### src/rtl/bl_pkg.sv
// Shared definitions for the bootloader host arbiter.
//   OWNER_*  : encodings driven on the arbiter's 'owner' output
//   BYTE_W   : width of every command/response byte lane
//   arb_state_t : arbiter FSM states
//   owner_code(): maps a host index (0/1) to its owner encoding
package bl_pkg;

  localparam int unsigned BYTE_W = 8;

  localparam logic [1:0] OWNER_NONE = 2'b00;
  localparam logic [1:0] OWNER_H0   = 2'b01;
  localparam logic [1:0] OWNER_H1   = 2'b10;

  typedef enum logic {
    ST_IDLE = 1'b0,
    ST_OWN  = 1'b1
  } arb_state_t;

  function automatic logic [1:0] owner_code(input logic host_idx);
    return host_idx ? OWNER_H1 : OWNER_H0;
  endfunction

endpackage

### src/rtl/bootloader_host_arbiter.sv
// Shares one bootloader command/response port between two byte-stream hosts.
// Ownership is granted per command frame (hN_start), command bytes from the
// owner pass straight through to the bootloader, response bytes are routed to
// the most recent owner, and ownership is released when the bootloader
// finishes (bl_busy falls after having been seen) or when no busy is ever seen
// within TIMEOUT cycles of owner inactivity.
//
// Ports:
//   clk, rst                      clock, synchronous active-high reset
//   hN_start                      host N begins a command frame (pulse)
//   hN_in_valid/_data/_ready      host N command byte stream
//   hN_out_valid/_data            response byte for host N (pulse)
//   hN_denied                     the other host currently owns the bootloader
//   bl_in_valid/_data/_ready      command byte stream to the bootloader
//   bl_out_valid/_data            response byte stream from the bootloader
//   bl_busy                       bootloader is executing a command
//   owner                         00 none, 01 host0, 10 host1 (registered)
//   timeout_evt                   one-cycle pulse on a forced release
module bootloader_host_arbiter
  import bl_pkg::*;
#(
  parameter int unsigned          TIMEOUT_W = 24,
  parameter logic [TIMEOUT_W-1:0] TIMEOUT   = 24'd1200000
) (
  input  logic              clk,
  input  logic              rst,
  input  logic              h0_start,
  input  logic              h0_in_valid,
  input  logic [BYTE_W-1:0] h0_in_data,
  output logic              h0_in_ready,
  output logic              h0_out_valid,
  output logic [BYTE_W-1:0] h0_out_data,
  output logic              h0_denied,
  input  logic              h1_start,
  input  logic              h1_in_valid,
  input  logic [BYTE_W-1:0] h1_in_data,
  output logic              h1_in_ready,
  output logic              h1_out_valid,
  output logic [BYTE_W-1:0] h1_out_data,
  output logic              h1_denied,
  output logic              bl_in_valid,
  output logic [BYTE_W-1:0] bl_in_data,
  input  logic              bl_in_ready,
  input  logic              bl_out_valid,
  input  logic [BYTE_W-1:0] bl_out_data,
  input  logic              bl_busy,
  output logic [1:0]        owner,
  output logic              timeout_evt
);

  localparam logic [TIMEOUT_W-1:0] CNT_ONE = {{(TIMEOUT_W-1){1'b0}}, 1'b1};
  localparam logic [TIMEOUT_W-1:0] TO_LAST = TIMEOUT - CNT_ONE;

  arb_state_t           state_q, state_d;
  logic [1:0]           owner_q, owner_d;
  logic                 last_owner_q, last_owner_d;  // host index of most recent grant
  logic                 saw_busy_q, saw_busy_d;
  logic [TIMEOUT_W-1:0] count_q, count_d;
  logic                 timeout_evt_q, timeout_evt_d;

  // Per-host views so the routing logic can be written once per host.
  logic [1:0]        h_start;
  logic [1:0]        h_in_valid;
  logic [BYTE_W-1:0] h_in_data [2];
  logic [1:0]        h_in_ready;
  logic [1:0]        h_out_valid;
  logic [BYTE_W-1:0] h_out_data [2];
  logic [1:0]        h_denied;

  assign h_start      = {h1_start, h0_start};
  assign h_in_valid   = {h1_in_valid, h0_in_valid};
  assign h_in_data[0] = h0_in_data;
  assign h_in_data[1] = h1_in_data;

  assign h0_in_ready  = h_in_ready[0];
  assign h1_in_ready  = h_in_ready[1];
  assign h0_out_valid = h_out_valid[0];
  assign h1_out_valid = h_out_valid[1];
  assign h0_out_data  = h_out_data[0];
  assign h1_out_data  = h_out_data[1];
  assign h0_denied    = h_denied[0];
  assign h1_denied    = h_denied[1];

  // While owning, last_owner_q always names the current owner (it is
  // loaded on every grant), so it doubles as the owner's host index.
  // Gating with rst keeps an in-flight byte from leaking out during reset.
  logic owning;
  logic owner_accept;
  logic owner_start;

  assign owning       = (state_q == ST_OWN) && !rst;
  assign owner_accept = owning && h_in_valid[last_owner_q] && bl_in_ready;
  assign owner_start  = owning && h_start[last_owner_q];

  assign bl_in_valid  = owning && h_in_valid[last_owner_q];
  assign bl_in_data   = owning ? h_in_data[last_owner_q] : '0;

  for (genvar gi = 0; gi < 2; gi++) begin : g_host
    localparam logic HOST_IDX = 1'(gi);
    logic is_owner;
    assign is_owner = (last_owner_q == HOST_IDX);
    // Non-owner bytes are swallowed so a denied host never stalls.
    assign h_in_ready[gi]  = owning && (is_owner ? bl_in_ready : 1'b1);
    assign h_denied[gi]    = owning && !is_owner;
    // Responses follow last_owner even after release so a late final byte
    // still lands at the host that issued the command.
    assign h_out_valid[gi] = !rst && bl_out_valid && is_owner;
    assign h_out_data[gi]  = h_out_valid[gi] ? bl_out_data : '0;
  end

  always_comb begin
    logic grant_idx;
    state_d       = state_q;
    owner_d       = owner_q;
    last_owner_d  = last_owner_q;
    saw_busy_d    = saw_busy_q;
    count_d       = count_q;
    timeout_evt_d = 1'b0;
    grant_idx     = 1'b0;

    unique case (state_q)
      ST_IDLE: begin
        if (h_start != 2'b00) begin
          // Simultaneous starts alternate: the host that did not own last wins.
          grant_idx    = (h_start == 2'b11) ? ~last_owner_q : h_start[1];
          state_d      = ST_OWN;
          owner_d      = owner_code(grant_idx);
          last_owner_d = grant_idx;
          saw_busy_d   = 1'b0;
          count_d      = '0;
        end
      end
      ST_OWN: begin
        if (saw_busy_q && !bl_busy) begin
          // Command completed; any start this cycle is dropped.
          state_d    = ST_IDLE;
          owner_d    = OWNER_NONE;
          saw_busy_d = 1'b0;
          count_d    = '0;
        end else if (!saw_busy_q && (count_q == TO_LAST)) begin
          state_d       = ST_IDLE;
          owner_d       = OWNER_NONE;
          saw_busy_d    = 1'b0;
          count_d       = '0;
          timeout_evt_d = 1'b1;
        end else begin
          if (bl_busy) begin
            saw_busy_d = 1'b1;
          end
          // Owner restart is only honoured while the bootloader is idle.
          if (owner_accept || (owner_start && !bl_busy)) begin
            count_d = '0;
          end else if (!saw_busy_q) begin
            count_d = count_q + CNT_ONE;
          end
        end
      end
      default: begin
        state_d = ST_IDLE;
        owner_d = OWNER_NONE;
      end
    endcase
  end

  always_ff @(posedge clk) begin
    if (rst) begin
      state_q       <= ST_IDLE;
      owner_q       <= OWNER_NONE;
      last_owner_q  <= 1'b1;
      saw_busy_q    <= 1'b0;
      count_q       <= '0;
      timeout_evt_q <= 1'b0;
    end else begin
      state_q       <= state_d;
      owner_q       <= owner_d;
      last_owner_q  <= last_owner_d;
      saw_busy_q    <= saw_busy_d;
      count_q       <= count_d;
      timeout_evt_q <= timeout_evt_d;
    end
  end

  assign owner       = owner_q;
  assign timeout_evt = timeout_evt_q;

endmodule

### config.mk
export PLATFORM = sky130hd
export DESIGN_NAME = bootloader_host_arbiter
export DESIGN_NICKNAME = d
export VERILOG_FILES = /design/src/rtl/bl_pkg.sv /design/src/rtl/bootloader_host_arbiter.sv
export SDC_FILE = /design/constraint.sdc
export NUM_CORES = 1
export LEC_CHECK = 0
export CAP_MARGIN = 20
export CORE_ASPECT_RATIO = 1.5
export CORE_UTILIZATION = 35
export DETAILED_ROUTE_END_ITERATION = 10
export PLACE_DENSITY = 0.67
export SETUP_SLACK_MARGIN = 0.05
export SYNTH_ARGS = -nofsm -noshare
export SYNTH_HDL_FRONTEND = slang
export SYNTH_SLANG_ARGS = --single-unit
### constraint.sdc
create_clock -name clk -period 5 [get_ports clk]
set_input_delay 0.75 -clock clk [delete_from_list [all_inputs] [get_ports clk]]
set_output_delay 0.75 -clock clk [all_outputs]
set_load 0.02 [all_outputs]
==> flow_summary_export.csv, run 1 <==
group,metric,value,unit
global_routing,grt_pass1_vias,1928,
critical_path,reg2reg_slack,2.21,ns
power_and_ir_drop,leakage,0.951,nW
global_routing,antenna_found_initial,0,
timing,fmax,0.259,GHz
worst_hold_path,hold_class,"reg2reg",
logic_synthesis,syn_area_per_cell,8.15,sq um
clock_network,ctsResizeCount,0,
logic_synthesis,yosysSeqAreaShare,31.9,%
critical_path,crit_type,"in2out",
clock_network,cts_made_buffers,5,
logic_synthesis,mappedNetlistNets,265,
timing,setup_viol,0,
die,die_x,61.9,um
timing,min_period_over_period,77.2,%
worst_hold_path,holdPathStages,1,
clock_network,ctsHoldBuffers,0,
drt,viasPerCell,5.37,
clock_network,clock_path_buffers,2,
placed_design,routabilityCongestion,0.790,
die,dieHeight,91.8,um
timing,fin_skew,0.00401,ns
die,num_rows,32,
clock_network,clk_pin_slew,0.07,ns
timing,tns,0,ns
logic_synthesis,ys.flop_type,"dfxtp_1",
run_status,status,"complete, no violations",
cells_and_area,final_common_cell,"clkdlybuf4s50_1",
power_and_ir_drop,comb_power_share,19.6,%
logic_synthesis,synth-seq-cells,30,
placed_design,placedCellCount,354,
drt,ant_nets,0,
critical_path,r2r-start,"g_host[1].is_owner$_SDFFE_PP1P_",
global_routing,grt_remaining_overflow,0,
power_and_ir_drop,powerDensity,229,mW/mm^2
critical_path,crit_arrival,3.11,ns
clock_network,cts_max_level,2,
critical_path,r2r_end,"count_q[22]$_SDFFE_PP0P_",
critical_path,critPathSlowestCell,"nor3b_1",
cells_and_area,diodes,0,
die,initial_core_util,36.5,%
drt,routed_wl,5230,um
critical_path,crit_path_cell_trace,"clkdlybuf4s50_1, nor3b_1, and2_1, clkdlybuf4s50_1",
timing,slew_headroom,29.6,%
drt,wl_per_cell,14.4,um
cells_and_area,drive_gt1_share,6.12,%
timing,drv_slew,0,
cells_and_area,num-fill-cells,487,
cells_and_area,finalNetCount,327,
cells_and_area,area_growth_syn_to_layout,42.8,%
timing,worst_pin_slew,1.05,ns
power_and_ir_drop,p_clk_share,39.3,%
drt,dr.pass1.iters,5,
drt,drt_iter0_drc,151,
timing,hold_violations,0,
drt,drc,0,
cells_and_area,final_cell_count_no_fill,362,
global_routing,grt_first_pass_wirelength,8780,um
critical_path,path_common_cell,"clkdlybuf4s50_1",
power_and_ir_drop,p_sw_share,26.7,%
clock_network,insertion_delay,0.28,ns
critical_path,cp-start-kind,"primary input",
power_and_ir_drop,p_int,451,uW
drt,vias,1944,
logic_synthesis,yosys_warnings,0,
logic_synthesis,syn_inst,231,
global_routing,track_usage,20.2,%
clock_network,cts.sinks,30,
logic_synthesis,yosysUniqueCellTypes,48,
power_and_ir_drop,vdd_drop_max,0.111,mV
placed_design,io_buffers,66,
timing,grt_setup_unrepaired,"no",
critical_path,crit_path_end_kind,"output pin",
cells_and_area,fin_util,52.1,%
cells_and_area,mostFrequentLayoutCells,"clkdlybuf4s50_1, dfxtp_1, nor2_1",
critical_path,critical_path_required,4.25,ns
global_routing,grt_max_degree,19,
placed_design,dp.final_hpwl,3830,um
timing,period_minus_slack,3.86,ns
clock_network,cts_root_buffer,"clkbuf_8",
logic_synthesis,async_flop_share,0,%
logic_synthesis,synth_edf_count,0,
die,dieArea,0.00568,sq mm
worst_hold_path,holdCritStartpoint,"owner[1]$_SDFFE_PP0P_",
critical_path,critPathMaxFanout,18,
logic_synthesis,syn-cell-area,0.00188,sq mm
critical_path,r2r_cells,6,
die,core_region_area,0.00516,sq mm
power_and_ir_drop,power_frac_seq,41.1,%
clock_network,cts_setup_buffers,0,
die,pin_count,67,
clock_network,cts_tree,"built",
power_and_ir_drop,p_switching,165,uW
run,drv_cap,0,
worst_hold_path,min_to,"owner[1]$_SDFFE_PP0P_",
critical_path,critPathMaxStageDelay,0.78,ns
-- logic make-up after synthesis --
family | Yosys count | share of synthesized area [%]
buffers and inverters | 20 | 4.78
multiplexers | 10 | 5.32
flip-flops | 30 | 31.9
AND/OR/NAND/NOR | 126 | 38.4
AO/OA/AOI/OAI | 28 | 11.5
XOR/XNOR | 16 | 7.44
adder cells (fa/ha/maj) | 1 | 0.664
-- worst max-delay path: cells and delay by family --
kind / cells / cell delay [ns]
buffers and inverters: 2 / 1.34
and+or+nand+nor: 2 / 1.01
-- final cells by class --
cell class / instances / area [sq um] / area share (%)
flip-flops and latches: 30 / 601 / 22.3
well taps: 68 / 85.1 / 3.16
inverters: 7 / 26.3 / 0.977
clock buffers: 5 / 68.8 / 2.56
multi-input cells: 181 / 1190 / 44.3
clock inverters: 3 / 40.0 / 1.49
repair buffers: 68 / 676 / 25.1
-- power by group through the flow --
stage          logic [mW]  clock network (mW)  registers (mW)
2_1_floorplan      0.0669                   0           0.254
3_3_place_gp        0.121                   0           0.258
3_5_place_dp        0.121                   0           0.259
4_1_cts             0.122               0.245           0.253
5_1_grt             0.131               0.261           0.254
6_report            0.121               0.242           0.253
-- synthesized netlist by cell type, drive strengths merged, types with 5 or more instances --
cell | instances | area share, %
clkbuf | 7 | 1.4
and2 | 18 | 6.0
a31oi | 5 | 1.7
nor2 | 19 | 3.8
inv | 7 | 1.4
nor3 | 19 | 5.3
dfxtp | 30 | 32
mux2i | 10 | 5.3
nor3b | 5 | 2.0
buf | 6 | 2.0
a21oi | 6 | 1.8
nand4 | 9 | 3.0
xor2 | 11 | 5.1
nand3 | 11 | 2.9
xnor2 | 5 | 2.3
o31ai | 5 | 2.7
nand2 | 13 | 2.7
and3 | 6 | 2.0
-- per-layer routing --
layer	routed length, um	up-vias	GRT usage, %
li1	-	959	-
met1	2190	904	24.5
met2	2620	76	33.5
met3	361	5	5.64
met4	57	0	6.11
met5	0	-	0
-- worst max-delay path by stage --
stage | cells past startpoint | from | slack [ns] | to
global route | 4 | rst | 0.95 | h1_out_data[0]
finish | 4 | rst | 1.14 | h1_out_data[7]
global placement | 7 | rst | 1.12 | count_q[13]$_SDFFE_PP0P_
detailed placement | 7 | rst | 1.09 | count_q[13]$_SDFFE_PP0P_
floorplan | 3 | rst | 2.17 | h1_out_data[0]
CTS | 4 | rst | 1.12 | h1_out_data[7]
-- flip-flops by register name, summed over array words and instances, names as in the netlist --
signal	cells
timeout_evt	1
state_q	1
count_q	24
owner	2
g_host.is_owner	1
saw_busy_q	1
-- metrics by stage --
| step | instance area [sq um] | worst slack (ns) | hold slack (ns) | total power, mW |
|---|---|---|---|---|
| after global routing | 2690 | 0.948 | 0.495 | 0.646 |
| after global placement | 2580 | 1.12 | 0.449 | 0.379 |
| after detailed placement | 2580 | 1.09 | 0.455 | 0.380 |
| after floorplan | 1880 | 2.17 | 0.451 | 0.321 |
| after CTS | 2690 | 1.12 | 0.483 | 0.620 |
| final | 2690 | 1.14 | 0.479 | 0.616 |
(Power assumes the default switching activity.)
==> run 2: changes to the inputs <==
- PLACE_DENSITY: 0.67 -> 0.69
- clock period: 5 -> 3.25 ns (I/O delays scaled with it)
==> run 2 against run 1 <==
  * Die area unchanged
  * First-iteration DRC count fell by 30%
  * Sequential share of layout area shrank 0.26 points
  * Global-route usage fell by 0.74 points
  * Hold slack gained 0.011 ns
  * Non-clock buffer count is 6 higher
  * Design area grew 1.2%
  * Core utilization rose by 0.61 points
  * Count of clock-buffer cells in the layout increased by 1
  * Clock skew rose by 0.0021 ns
  * Highest routed layer unchanged
  * Clock power is 33% higher
==> flow_summary_export.csv, run 2 (same netlist as run 1, synthesis figures left out) <==
group,metric,value,unit
run_status,status,"complete, no violations",
clock_network,cts_setup_buffers,0,
cells_and_area,mostFrequentLayoutCells,"clkdlybuf4s50_1, dfxtp_1, nor2_1",
timing,slew_headroom,50.3,%
clock_network,cts_tree,"built",
drt,routed_wl,5270,um
placed_design,dp.final_hpwl,3960,um
die,pin_count,67,
power_and_ir_drop,p_sw_share,28.7,%
die,initial_core_util,36.5,%
power_and_ir_drop,powerDensity,333,mW/mm^2
critical_path,cp-start-kind,"primary input",
timing,min_period_over_period,83.6,%
power_and_ir_drop,p_clk_share,35.5,%
critical_path,crit_arrival,2.23,ns
critical_path,crit_path_end_kind,"output pin",
timing,drv_slew,0,
global_routing,antenna_found_initial,0,
timing,fin_skew,0.00608,ns
critical_path,critPathBufInv,3,
global_routing,grt_pass1_vias,1949,
drt,dr.pass1.iters,4,
critical_path,critPathMaxStageDelay,0.62,ns
global_routing,grt_first_pass_wirelength,8310,um
cells_and_area,final_cell_count_no_fill,368,
drt,viasPerCell,5.35,
cells_and_area,top_register,"count_q",
drt,drc,0,
worst_hold_path,hold_class,"reg2reg",
die,num_rows,32,
drt,vias,1969,
global_routing,grt_remaining_overflow,0,
timing,period_minus_slack,2.72,ns
timing,fmax,0.368,GHz
global_routing,track_usage,19.5,%
timing,setup_viol,0,
die,core_region_area,0.00516,sq mm
critical_path,critPathSlowestCell,"clkdlybuf4s50_1",
clock_network,cts_max_level,2,
clock_network,insertion_delay,0.29,ns
critical_path,crit_family,"buffers and inverters",
clock_network,clk_pin_slew,0.06,ns
critical_path,crit_path_cell_trace,"clkdlybuf4s50_1, nand2b_1, buf_4, nor2_1, clkdlybuf4s50_1",
timing,hold_violations,0,
cells_and_area,finalInstanceArea,0.00272,sq mm
cells_and_area,finalNetCount,333,
drt,wl_per_cell,14.3,um
clock_network,ctsResizeCount,0,
timing,worst_pin_slew,0.738,ns
clock_network,cts_root_buffer,"clkbuf_8",
placed_design,placedCellCount,360,
clock_network,cts_made_buffers,5,
clock_network,ctsHoldBuffers,0,
drt,drt_iter0_drc,105,
cells_and_area,num-fill-cells,502,
die,dieHeight,91.8,um
power_and_ir_drop,power_frac_seq,42.4,%
clock_network,cts.sinks,30,
placed_design,io_buffers,66,
placed_design,placed_area,0.00263,sq mm
cells_and_area,diodes,0,
power_and_ir_drop,comb_power_share,22.1,%
global_routing,grt_max_degree,23,
power_and_ir_drop,p_switching,259,uW
placed_design,routabilityCongestion,0.835,
cells_and_area,drive_gt1_share,8.00,%
run,drv_cap,0,
cells_and_area,area_growth_syn_to_layout,44.5,%
die,dieArea,0.00568,sq mm
timing,tns,0,ns
cells_and_area,largest_reg_flops,24,
critical_path,critPathMaxFanout,18,
drt,ant_nets,0,
clock_network,clock_path_buffers,2,
timing,grt_setup_unrepaired,"no",
critical_path,crit_type,"in2out",
power_and_ir_drop,p_int,645,uW
critical_path,critical_path_required,2.76,ns
power_and_ir_drop,vdd_drop_max,0.187,mV
cells_and_area,final_common_cell,"clkdlybuf4s50_1",
power_and_ir_drop,leakage,0.969,nW
die,die_x,61.9,um
critical_path,path_common_cell,"clkdlybuf4s50_1",
-- run 2: through the flow --
stage | util [%] | setup WS, ns | hold slack [ns] | power, mW
after global placement | 50.8 | 0.517 | 0.448 | 0.591
after global routing | 52.7 | 0.429 | 0.511 | 0.942
after detailed placement | 50.8 | 0.474 | 0.465 | 0.593
final | 52.7 | 0.533 | 0.490 | 0.905
after floorplan | - | 0.948 | 0.451 | 0.494
after CTS | 52.7 | 0.494 | 0.484 | 0.910
-- run 2: final timing paths --
| check | from | depth (start not counted) | end | slack, ns |
|---|---|---|---|---|
| worst max-delay path | rst | 5 | bl_in_data[0] | 0.53 |
| worst min-delay path | owner[1]$_SDFFE_PP0P_ | 1 | owner[1]$_SDFFE_PP0P_ | 0.49 |
| worst max register to register | g_host[1].is_owner$_SDFFE_PP1P_ | 7 | count_q[23]$_SDFFE_PP0P_ | 1.01 |
| worst min register to register | owner[1]$_SDFFE_PP0P_ | 1 | owner[1]$_SDFFE_PP0P_ | 0.49 |
-- run 2: area by class of cell --
class	count	area [sq um]	area share (%)
Tap cell	68	85.1	3.13
Clock inverter	2	12.5	0.460
Clock buffer	6	82.6	3.04
Multi-Input combinational cell	181	1190	43.8
Inverter	7	26.3	0.966
Sequential cell	30	601	22.1
Timing Repair Buffer	74	721	26.5
-- run 2: worst register-to-register path, stage by stage, from the launching register on --
cell,delay [ns]
dfxtp_1,0.36
buf_4,0.26
mux2i_1,0.43
nor3_1,0.13
nor3_2,0.43
a21oi_2,0.09
buf_4,0.22
a211oi_1,0.23
-- run 2: routing by layer --
metal  track usage (%)  share of wire (%)
met1              20.2                 40
met2              33.9                 50
met3              6.35                7.9
met4              8.52                2.9
met5                 0                  0
-- run 2: power groups by stage --
stage          clock, mW  sequential, mW  combinational (mW)
2_1_floorplan          0           0.391               0.103
3_3_place_gp           0           0.391               0.200
3_5_place_dp           0           0.391               0.201
4_1_cts            0.324           0.383               0.203
5_1_grt            0.342           0.384               0.216
6_report           0.321           0.383               0.200
==> run 3: changes to the inputs <==
- PLACE_DENSITY: 0.69 -> 0.67
- clock period: 3.25 -> 2.7 ns (I/O delays scaled with it)
==> run 3 against run 2 <==
  * Clock skew shrank 0.0021 ns
  * Setup slack lost 0.36 ns
  * Core utilization grew 0.61 points
  * Register-to-register slack lost 0.49 ns
  * Design area grew 1.1%
  * Sequential share of layout area shrank 0.25 points
  * Critical path type unchanged
  * Largest cell class unchanged
  * Hold slack lost 0.0047 ns
==> flow_summary_export.csv, run 3 (same netlist as run 1, synthesis figures left out) <==
group,metric,value,unit
run_status,status,"complete, no violations",
cells_and_area,diodes,0,
worst_hold_path,holdCritStartpoint,"owner[0]$_SDFFE_PP0P_",
critical_path,cp_num_cells,5,
clock_network,cts.sinks,30,
clock_network,cts_made_buffers,5,
global_routing,antenna_found_initial,0,
power_and_ir_drop,p_sw_share,27.9,%
critical_path,critPathMaxStageDelay,0.62,ns
power_and_ir_drop,vdd_drop_max,0.167,mV
drt,drc,0,
drt,drt_iter0_drc,84,
cells_and_area,top_register,"count_q",
critical_path,r2r_end,"count_q[23]$_SDFFE_PP0P_",
cells_and_area,num-fill-cells,495,
clock_network,cts_root_buffer,"clkbuf_8",
cells_and_area,area_growth_syn_to_layout,46.1,%
global_routing,grt_first_pass_wirelength,8450,um
critical_path,critPathBufInv,3,
critical_path,crit_path_cell_trace,"clkdlybuf4s50_1, nand2b_1, buf_4, nor2_1, clkdlybuf4s50_1",
power_and_ir_drop,p_int,760,uW
critical_path,critPathMaxFanout,12,
critical_path,cp-start-kind,"primary input",
timing,setup_viol,0,
critical_path,critPathSlowestCell,"clkdlybuf4s50_1",
cells_and_area,mostFrequentLayoutCells,"clkdlybuf4s50_1, dfxtp_1, nor2_1",
critical_path,r2r_cells,6,
die,dieArea,0.00568,sq mm
power_and_ir_drop,powerDensity,383,mW/mm^2
timing,worst_pin_slew,0.482,ns
timing,min_period_over_period,93.7,%
drt,wl_per_cell,14.1,um
die,num_rows,32,
die,die_x,61.9,um
critical_path,critical_path_required,2.30,ns
drt,viasPerCell,5.26,
worst_hold_path,hold_class,"reg2reg",
drt,dr.pass1.iters,4,
critical_path,crit_family,"buffers and inverters",
placed_design,dp.final_hpwl,3950,um
timing,period_minus_slack,2.53,ns
critical_path,r2r-start,"g_host[1].is_owner$_SDFFE_PP1P_",
global_routing,track_usage,19.6,%
global_routing,grt_max_degree,28,
power_and_ir_drop,comb_power_share,23.9,%
cells_and_area,finalNetCount,338,
run,drv_cap,0,
worst_hold_path,min_to,"owner[0]$_SDFFE_PP0P_",
global_routing,grt_pass1_vias,1950,
critical_path,crit_type,"in2out",
global_routing,grt_remaining_overflow,0,
drt,vias,1958,
timing,fmax,0.395,GHz
timing,hold_violations,0,
die,dieHeight,91.8,um
power_and_ir_drop,leakage,0.991,nW
cells_and_area,final_common_cell,"clkdlybuf4s50_1",
timing,fin_hold_ws,0.485,ns
timing,fin_skew,0.00401,ns
die,pin_count,67,
placed_design,io_buffers,66,
timing,slew_headroom,67.7,%
critical_path,crit_path_end_kind,"output pin",
cells_and_area,drive_gt1_share,8.55,%
power_and_ir_drop,p_switching,295,uW
drt,routed_wl,5230,um
timing,tns,0,ns
placed_design,routabilityCongestion,0.815,
clock_network,cts_tree,"built",
clock_network,cts_setup_buffers,0,
power_and_ir_drop,power_frac_seq,44.0,%
die,core_region_area,0.00516,sq mm
timing,grt_setup_unrepaired,"no",
clock_network,insertion_delay,0.28,ns
clock_network,ctsHoldBuffers,0,
clock_network,clock_path_buffers,2,
worst_hold_path,holdPathStages,1,
timing,drv_slew,0,
cells_and_area,largest_reg_flops,24,
clock_network,ctsResizeCount,0,
drt,ant_nets,0,
clock_network,clk_pin_slew,0.06,ns
power_and_ir_drop,p_clk_share,32.2,%
critical_path,reg2reg_slack,0.52,ns
die,initial_core_util,36.5,%
clock_network,cts_max_level,2,
critical_path,path_common_cell,"clkdlybuf4s50_1",
critical_path,crit_arrival,2.13,ns
run 3: changes by cell type in the layout (fill, tap and decap cells not counted):
cell | previous run | this run
buf_4 | 8 | 12
clkinvlp_4 | 1 | 0
clkbuf_1 | 0 | 2
clkbuf_8 | 6 | 5
clkinv_2 | 1 | 0
buf_12 | 0 | 1
run 3: worst reg2reg max path: stages (launching register included):
cell	delay, ns
dfxtp_1	0.51
mux2i_1	0.46
nor3_1	0.14
nor3_2	0.46
a21oi_2	0.14
buf_12	0.18
a211oi_1	0.19
run 3: how the worst max path moves through the flow:
stage | startpoint | endpoint
after floorplan | rst | h1_out_data[0]
after global placement | rst | h1_in_ready
after detailed placement | rst | bl_in_valid
after CTS | g_host[1].is_owner$_SDFFE_PP1P_ | h1_out_data[2]
after global routing | rst | bl_in_data[1]
final | rst | bl_in_valid
run 3: per-stage QoR:
stage / util [%] / instance area [sq um] / worst slack, ns / total power [mW] / std cells
detailed placement: 51.8 / 2680 / 0.178 / 0.726 / 365
floorplan: - / 1880 / 0.563 / 0.594 / 231
global route: 53.3 / 2750 / 0.0612 / 1.10 / 372
global placement: 51.8 / 2680 / 0.197 / 0.726 / 365
CTS: 53.3 / 2750 / 0.161 / 1.06 / 372
finish: 53.3 / 2750 / 0.169 / 1.05 / 372
run 3: cell type report:
class / instances / area, sq um / area share [%]
inverters: 7 / 26.3 / 0.955
well taps: 68 / 85.1 / 3.09
multi-input cells: 181 / 1190 / 43.3
repair buffers: 79 / 771 / 28.0
flip-flops and latches: 30 / 601 / 21.8
clock buffers: 7 / 76.3 / 2.77
run 3: routing by layer:
layer / track usage (%) / vias up / part of all wire (%)
met2: 36.0 / 84 / 51
li1: - / 983 / -
met3: 5.50 / 7 / 8.1
met1: 19.2 / 884 / 39
met5: 0 / - / 0
met4: 8.52 / 0 / 1.8
run 3: power by group through the flow:
stage                     clock network (mW)  logic, mW  registers [mW]
after floorplan                            0      0.124           0.470
after global placement                     0      0.253           0.473
after detailed placement                   0      0.253           0.473
after CTS                              0.346      0.254           0.464
after global routing                   0.363      0.272           0.465
final                                  0.339      0.252           0.464
